===== src/rtl/nes_clk_pkg.sv =====
// Shared clock/reset sequencing types and NES timing defaults.
// Imported by the sequencer and by the PPU/CPU wrappers that consume its enables.
package nes_clk_pkg;

  typedef enum logic [2:0] {
    WAIT_LOCK = 3'd0,
    FILTER    = 3'd1,
    HOLD      = 3'd2,
    RUN       = 3'd3,
    PLL_RST   = 3'd4
  } nesClkState_e;

  localparam int NES_PHASES  = 7;
  localparam int NES_CPU_DIV = 3;

  // Width of a counter that only ever holds 0..bound-1; never narrower than one bit.
  function automatic int cntWidth(input int bound);
    return (bound > 1) ? $clog2(bound) : 1;
  endfunction

endpackage


===== src/rtl/nes_sync2.sv =====
// Two-flop synchroniser with async active-low clear.
// Used both for the PLL lock input and for releasing the core reset.
module nes_sync2 (
  input  logic i_clk,
  input  logic i_rst_n,
  input  logic i_d,
  output logic o_q
);

  logic r_meta;
  logic r_sync;

  always_ff @(posedge i_clk or negedge i_rst_n) begin
    if (!i_rst_n) begin
      r_meta <= 1'b0;
      r_sync <= 1'b0;
    end else begin
      r_meta <= i_d;
      r_sync <= r_meta;
    end
  end

  assign o_q = r_sync;

endmodule


===== src/rtl/nes_clk_rst_seq.sv =====
// PLL lock filter, core reset sequencer and PPU/CPU clock-enable generator.
// Everything runs on the PLL output clock; all outputs come straight from flops.
module nes_clk_rst_seq
  import nes_clk_pkg::*;
#(
  parameter int LOCK_FILTER  = 1024,
  parameter int RST_HOLD     = 16,
  parameter int LOCK_TIMEOUT = 2**20,
  parameter int PLL_RST_LEN  = 8,
  parameter int PHASES       = NES_PHASES,
  parameter int CPU_DIV      = NES_CPU_DIV
) (
  input  logic       i_clk,
  input  logic       i_resetn,
  input  logic       i_pll_lock,
  output logic       o_pll_reset,
  output logic       o_sys_resetn,
  output logic       o_ppu_ce,
  output logic       o_cpu_ce,
  output logic [2:0] o_phase,
  output logic       o_ready
);

  localparam int FILT_W = cntWidth(LOCK_FILTER);
  localparam int HOLD_W = cntWidth(RST_HOLD);
  localparam int TO_W   = cntWidth(LOCK_TIMEOUT);
  localparam int PLL_W  = cntWidth(PLL_RST_LEN);
  localparam int CPU_W  = cntWidth(CPU_DIV);

  localparam logic [FILT_W-1:0] FILT_MAX = FILT_W'(LOCK_FILTER - 1);
  localparam logic [HOLD_W-1:0] HOLD_MAX = HOLD_W'(RST_HOLD - 1);
  localparam logic [TO_W-1:0]   TO_MAX   = TO_W'(LOCK_TIMEOUT - 1);
  localparam logic [PLL_W-1:0]  PLL_MAX  = PLL_W'(PLL_RST_LEN - 1);
  localparam logic [2:0]        PH_MAX   = 3'(PHASES - 1);
  localparam logic [CPU_W-1:0]  CPU_MAX  = CPU_W'(CPU_DIV - 1);

  logic w_rstN;
  logic w_lockS;

  // Reset asserts asynchronously but is released two clocks later, in step with the PLL clock.
  nes_sync2 u_rstSync (
    .i_clk  (i_clk),
    .i_rst_n(i_resetn),
    .i_d    (1'b1),
    .o_q    (w_rstN)
  );

  nes_sync2 u_lockSync (
    .i_clk  (i_clk),
    .i_rst_n(w_rstN),
    .i_d    (i_pll_lock),
    .o_q    (w_lockS)
  );

  nesClkState_e      r_state;
  nesClkState_e      w_nextState;
  logic [TO_W-1:0]   r_timer,    w_timerNext;
  logic [FILT_W-1:0] r_filtCnt,  w_filtNext;
  logic [HOLD_W-1:0] r_holdCnt,  w_holdNext;
  logic [PLL_W-1:0]  r_pllCnt,   w_pllNext;
  logic [2:0]        r_phase,    w_phaseNext;
  logic [CPU_W-1:0]  r_cpuPhase, w_cpuPhaseNext;
  logic              w_runNext;
  logic              r_pllReset;
  logic              r_sysResetn;
  logic              r_ready;
  logic              r_ppuCe;
  logic              r_cpuCe;

  // Each counter defaults to zero, so it restarts every time its state is left or re-entered.
  always_comb begin
    w_nextState = r_state;
    w_timerNext = '0;
    w_filtNext  = '0;
    w_holdNext  = '0;
    w_pllNext   = '0;
    case (r_state)
      WAIT_LOCK: begin
        if (w_lockS)                 w_nextState = FILTER;
        else if (r_timer == TO_MAX)  w_nextState = PLL_RST;
        else                         w_timerNext = r_timer + 1'b1;
      end
      FILTER: begin
        if (!w_lockS)                  w_nextState = WAIT_LOCK;
        else if (r_filtCnt == FILT_MAX) w_nextState = HOLD;
        else                           w_filtNext  = r_filtCnt + 1'b1;
      end
      HOLD: begin
        if (!w_lockS)                   w_nextState = WAIT_LOCK;
        else if (r_holdCnt == HOLD_MAX) w_nextState = RUN;
        else                            w_holdNext  = r_holdCnt + 1'b1;
      end
      RUN: begin
        if (!w_lockS) w_nextState = WAIT_LOCK;
      end
      PLL_RST: begin
        if (r_pllCnt == PLL_MAX) w_nextState = WAIT_LOCK;
        else                     w_pllNext   = r_pllCnt + 1'b1;
      end
      default: w_nextState = WAIT_LOCK;
    endcase
  end

  // Phase counters only move while staying in RUN, so entering RUN always starts at phase 0.
  always_comb begin
    w_runNext      = (w_nextState == RUN);
    w_phaseNext    = '0;
    w_cpuPhaseNext = '0;
    if (w_runNext && (r_state == RUN)) begin
      if (r_phase == PH_MAX) begin
        w_phaseNext    = '0;
        w_cpuPhaseNext = (r_cpuPhase == CPU_MAX) ? '0 : r_cpuPhase + 1'b1;
      end else begin
        w_phaseNext    = r_phase + 3'd1;
        w_cpuPhaseNext = r_cpuPhase;
      end
    end
  end

  always_ff @(posedge i_clk or negedge w_rstN) begin
    if (!w_rstN) begin
      r_state     <= WAIT_LOCK;
      r_timer     <= '0;
      r_filtCnt   <= '0;
      r_holdCnt   <= '0;
      r_pllCnt    <= '0;
      r_phase     <= '0;
      r_cpuPhase  <= '0;
      r_pllReset  <= 1'b0;
      r_sysResetn <= 1'b0;
      r_ready     <= 1'b0;
      r_ppuCe     <= 1'b0;
      r_cpuCe     <= 1'b0;
    end else begin
      r_state     <= w_nextState;
      r_timer     <= w_timerNext;
      r_filtCnt   <= w_filtNext;
      r_holdCnt   <= w_holdNext;
      r_pllCnt    <= w_pllNext;
      r_phase     <= w_phaseNext;
      r_cpuPhase  <= w_cpuPhaseNext;
      r_pllReset  <= (w_nextState == PLL_RST);
      r_sysResetn <= w_runNext;
      r_ready     <= w_runNext;
      r_ppuCe     <= w_runNext && (w_phaseNext == PH_MAX);
      r_cpuCe     <= w_runNext && (w_phaseNext == PH_MAX) && (w_cpuPhaseNext == CPU_MAX);
    end
  end

  assign o_pll_reset  = r_pllReset;
  assign o_sys_resetn = r_sysResetn;
  assign o_ready      = r_ready;
  assign o_ppu_ce     = r_ppuCe;
  assign o_cpu_ce     = r_cpuCe;
  assign o_phase      = r_phase;

endmodule


===== config.mk =====
export PLATFORM = sky130hd
export DESIGN_NAME = nes_clk_rst_seq
export DESIGN_NICKNAME = d
export VERILOG_FILES = /design/src/rtl/nes_clk_pkg.sv /design/src/rtl/nes_sync2.sv /design/src/rtl/nes_clk_rst_seq.sv
export SDC_FILE = /design/constraint.sdc
export NUM_CORES = 1
export LEC_CHECK = 0
export BUFFER_PORTS_ARGS = -buffer_cell sky130_fd_sc_hd__buf_2
export CORE_AREA = 2 2 82 84
export DETAILED_ROUTE_END_ITERATION = 12
export DIE_AREA = 0 0 84 86
export HOLD_SLACK_MARGIN = 0.03
export SYNTH_ARGS = -nofsm -noshare
export SYNTH_HDL_FRONTEND = slang
export SYNTH_SLANG_ARGS = --single-unit

===== constraint.sdc =====
create_clock -name i_clk -period 2.5 [get_ports i_clk]
set_input_delay 0.125 -clock i_clk [delete_from_list [all_inputs] [get_ports i_clk]]
set_output_delay 0.125 -clock i_clk [all_outputs]
set_load 0.02 [all_outputs]

Word level (Yosys, flattened, before mapping)

Cells that the tools add are included.

Flip-flop bits (word level): 53
Input port bits: 3
Logic and storage cells: 64

Add/subtract/negate cells: 6
Equal/unequal tests: 14
Multiplexer cells: 25
Reduce and logical (&&, ||, !) cells: 4

Operators by type and width:

| cell                                                 | count |
|---|---|
| two-way mux 20 bit                                   | 3 |
| two-way mux 3 bit                                    | 12 |
| two-way mux 10 bit                                   | 3 |
| adder 20 x 1 -> 20 bit (second input constant)       | 1 |
| equality test 20 bit (second input constant)         | 1 |
| equality test 3 bit (second input constant)          | 5 |
| case mux 3 bit (5 select lines)                      | 1 |
| two-way mux 4 bit                                    | 3 |
| adder 10 x 1 -> 10 bit (second input constant)       | 1 |
| equality test 10 bit (second input constant)         | 1 |
| equality test 3 x 2 -> 1 bit (second input constant) | 3 |
| adder 3 x 1 -> 3 bit (second input constant)         | 2 |
| two-way mux 2 bit                                    | 3 |
| adder 4 x 1 -> 4 bit (second input constant)         | 1 |
| equality test 2 bit (second input constant)          | 2 |
| equality test 4 bit (second input constant)          | 1 |
| equality test 3 x 1 -> 1 bit (second input constant) | 1 |
| logical AND 1 bit                                    | 3 |
| logical NOT 3 bit                                    | 1 |
| adder 2 x 1 -> 2 bit (second input constant)         | 1 |

Longest topological paths before layout

Word-level depth: 10
Mapped depth: 7

Cells and area by module

A second synthesis with hierarchy kept.

Cells, all modules: 223
Area, all modules: 2344.7 sq um

By module, submodules not included:

| module          | times used | cells an instance | area each (sq um) | seq. area each (sq um) |
|---|---|---|---|---|
| nes_clk_rst_seq | 1          | 219               | 2244.7            | 1226.2 |
| nes_sync2       | 2          | 2                 | 50.0              | 50.0 |

Worst setup path after synthesis

OpenSTA, ideal clock, no wires.

Kind: reg-to-reg
From: register r_filtCnt[0]
To: register r_filtCnt[2]
Library setup time: 0.127 ns
Data arrival time: 1.422 ns
Data required time: 2.373 ns
Setup slack: 0.951 ns
Stages on the path, launching flop included: 7
Buffers on the path: 1
Clock period less this slack: 1.549 ns
Cell sequence: dfrtp_1 ha_1 nand3_1 nor4_1 or2_2 clkbuf_1 nor2_1

Longest elaborated chain between the ends: 4
Elaborated cells on any way between the ends: 5
Classes of those cells: add/sub (1); eq/ne (1); mux (3)

RTL lines:

| element                                                               | RTL line                                     | source |
|---|---|---|
| from (decl)                                                           | nes_clk_rst_seq.sv:58                        | `logic [FILT_W-1:0] r_filtCnt, w_filtNext;` |
| from (signal assigned)                                                | nes_clk_rst_seq.sv:137                       | `r_filtCnt <= w_filtNext;` |
| adder 10 x 1 -> 10 bit / equality test 10 bit (equally long branches) | nes_clk_rst_seq.sv:86, nes_clk_rst_seq.sv:85 |  |
| two-way mux 10 bit (*)                                                | nes_clk_rst_seq.sv:85                        | `else if (r_filtCnt == FILT_MAX) w_nextState = HOLD;` |
| two-way mux 10 bit (*)                                                | nes_clk_rst_seq.sv:84                        | `if (!w_lockS) w_nextState = WAIT_LOCK;` |
| two-way mux 10 bit (*)                                                | nes_clk_rst_seq.sv:77                        | `case (r_state)` |
| via w_filtNext[2]                                                     | nes_clk_rst_seq.sv:58                        |  |

Mark *: on every way through the listed nets, which the timed path passes. The rest lies on a longest branch.

Worst setup path after layout

From: register r_timer[0]
To: register r_timer[12]

Longest elaborated chain between the ends: 4
Elaborated cells on any way between the ends: 5
Classes of those cells: add/sub (1); eq/ne (1); mux (3)

RTL lines:

| element                                                               | RTL line                                     | source |
|---|---|---|
| from (decl)                                                           | nes_clk_rst_seq.sv:57                        | `logic [TO_W-1:0] r_timer, w_timerNext;` |
| from (signal assigned)                                                | nes_clk_rst_seq.sv:136                       | `r_timer <= w_timerNext;` |
| adder 20 x 1 -> 20 bit / equality test 20 bit (equally long branches) | nes_clk_rst_seq.sv:81, nes_clk_rst_seq.sv:80 |  |
| two-way mux 20 bit (*)                                                | nes_clk_rst_seq.sv:80                        | `else if (r_timer == TO_MAX) w_nextState = PLL_RST;` |
| two-way mux 20 bit (*)                                                | nes_clk_rst_seq.sv:79                        | `if (w_lockS) w_nextState = FILTER;` |
| two-way mux 20 bit (*)                                                | nes_clk_rst_seq.sv:77                        |  |
| via w_timerNext[12]                                                   | nes_clk_rst_seq.sv:57                        |  |

Marks and branches as above.

==> out/results.txt <==
Run status: finished clean
Worst setup SP type: flop
Reg2reg end: r_timer[12]
Synth Cell Area: 2410 um2
CP required: 2670 ps
Syn. warnings: 0
Antenna Cells: 0
# DRC: 0
Asr flop ratio synth: 100%
Max Cap Viol: 0
Die span in x: 84 um
Critical R2R Launch: r_timer[0]
Worst-path fanout max: 16
Final Max Slew Viols: 0
CP arrival: 1980 ps
Detailed placement HPWL: 2880 um
Die Span Y: 86 um
Clock Path Buffers: 2
Final period utilization: 72.4%
Max Freq: 0.552 GHz
Worst min path class: in2async
Routed Antenna Nets: 0
Sequential share of the synthesized area: 55.0%
Initial antenna violation count: 0
Vias in the first global route: 1629
Worst Clk Skew: 8.77 ps
Slew headroom: 60.0%
Lkg Pwr: 1.18 nW
Rows: 29
Worst-Margin Slew: 600 ps
Post-synth EDFFs: 0
Core Area: 6280 um2
Num CTS Buffers: 5
Total setup buffers inserted after CTS: 0
CP Capture Type: flop
Die area: 7220 um2
Final total power: 1.59 mW
DRT iter0 DRCs: 59
Layout area overhead: 11.5%
CTS tree: done
Worst VDD drop: 0.463 mV
Pre-CTS setup slack: 675 ps
Final hold viol count: 0
Power per cell area: 590 nW/um2
Most frequent cells in the layout: dfrtp_1 (52), nor2_1 (38), nand3_1 (13), xor2_1 (13), buf_2 (10)
Syn_nets: 231
Filler cells: 612
R2R Setup Slk: 690 ps
Gpl congestion: 0.756
Setup slack after layout: 689 ps
Total gr overflow: 0
H-tree levels: 2
Clk root buf: clkbuf_8
Average wire per standard cell: 12.9 um
I/O Pins: 11
Period minus WS final: 1810 ps
Finished Cell Area: 2690 um2
Initial Util: 38.4%
Final WL: 4090 um
Setup TNS: 0 ps
Ratio of cells with drive above 1 in the final layout: 12.9%
Final setup viols: 0
Main synth FF type: dfrtp_1
Pin count of the biggest net entering global routing: 29
Clock network latency to the later pin of the worst-skew pair: 300 ps
Number of synthesized register bits: 53
DRT Pass-1 Iters: 5
DP Area: 2540 um2
GR Util All Layers: 12.3%
Distinct cells, synth: 45
Mapped Avg Cell Area: 10.8 um2
Critical path type: reg2reg
Layout Nets: 247
Post-DR vias/cell: 5.17
Post-CTS sizing: 0
R2R depth: 5
DR vias: 1639
RSZ-0062 raised after global routing: no
CTS sink cnt: 53
First-pass GRT wire length: 7250 um
Synth Instances: 223
Hold_buf cts: 2
Commonest non-fill, non-tap cell in the layout: dfrtp_1
Clock Pin Slew Worst Setup and Hold Paths: 90 ps
I/O Buffers: 10
==> final cells by class <==
type | count | area (um2) | share of cell area, %
clock inverters | 3 | 65.1 | 2.42
clock buffers | 5 | 68.8 | 2.56
multi-input cells | 158 | 1020 | 38.0
repair buffers | 14 | 85.1 | 3.16
inverters | 7 | 26.3 | 0.977
well taps | 77 | 96.3 | 3.58
flip-flops and latches | 53 | 1330 | 49.3
==> registers in the layout, indices dropped and copies added (netlist names), 2 cells and up <==
| register | flops |
|---|---|
| o_phase | 3 |
| r_cpuPhase | 2 |
| r_filtCnt | 10 |
| r_holdCnt | 4 |
| r_pllCnt | 3 |
| r_state | 3 |
| r_timer | 20 |
==> worst max-delay path: stages, from the launching register on <==
cell	delay, ps
dfrtp_1	410
ha_1	220
and3_1	380
nand4_4	170
o21ai_4	400
nor2_1	100
==> power breakdown <==
group	leakage, nW	switching [mW]	internal, mW
logic	0.384	0.0223	0.0115
registers	0.726	0.0142	0.864
clock network	0.0681	0.278	0.398
==> synth_stat cells (2+ instances only) <==
master | count | area (um2)
xor2_1 | 13 | 114
nand4_4 | 2 | 42.5
nand2b_1 | 2 | 12.5
or2_2 | 2 | 12.5
a21oi_1 | 9 | 45.0
nand3_1 | 13 | 65.1
o31ai_1 | 2 | 15.0
nor4_1 | 5 | 31.3
nor2b_1 | 2 | 12.5
nor2_1 | 38 | 143
nor3_1 | 3 | 15.0
and3_1 | 3 | 18.8
ha_1 | 5 | 62.6
dfrtp_1 | 53 | 1330
a311oi_1 | 2 | 17.5
and4_1 | 4 | 35.0
or3_1 | 2 | 12.5
nand3b_1 | 2 | 15.0
inv_1 | 7 | 26.3
xnor2_1 | 9 | 78.8
buf_6 | 2 | 22.5
nand4_1 | 8 | 50.1
a31oi_1 | 2 | 12.5
o21ai_0 | 4 | 20.0
nand2_1 | 9 | 33.8
==> worst max path at each step <==
stage                              from     endpoint  slack [ps]
after floorplan           u_rstSync.o_q     o_cpu_ce         920
after global routing         r_timer[0]   r_timer[2]         510
after global placement       r_timer[0]   r_timer[4]         740
final                        r_timer[0]  r_timer[12]         690
after detailed placement     r_timer[0]  r_timer[15]         680
after CTS                    r_timer[0]  r_timer[10]         660
==> cell families (layout without fill, tap and decap cells) <==
logic type	Yosys count	count (layout)	share of synthesized area [%]
AND/OR/NAND/NOR	103	103	23.8
flip-flops	53	53	55.0
AO/OA/AOI/OAI	25	25	6.90
XOR/XNOR	22	22	7.99
buffers and inverters	12	29	2.70
adder cells (fa/ha/maj)	5	5	2.59
multiplexers	2	2	0.882
other	1	1	0.155
==> per-stage QoR <==
| step | utilization [%] | hold WS [ps] | instances |
|---|---|---|---|
| after floorplan | - | -171 | 223 |
| after global placement | 40.4 | -89.9 | 307 |
| after detailed placement | 40.4 | -86.4 | 307 |
| after CTS | 42.9 | 113 | 317 |
| after global routing | 42.9 | 132 | 317 |
| final | 42.9 | 129 | 317 |
==> metal layers <==
layer | GRT usage [%] | up-vias | share of wire, %
met1 | 15.8 | 802 | 50
met2 | 20.6 | 19 | 47
met3 | 2.60 | 2 | 2.8
li1 | - | 816 | -
met5 | 0 | - | 0
met4 | 4.40 | 0 | 0.86
Note: power is estimated with default switching activity, not from simulation.
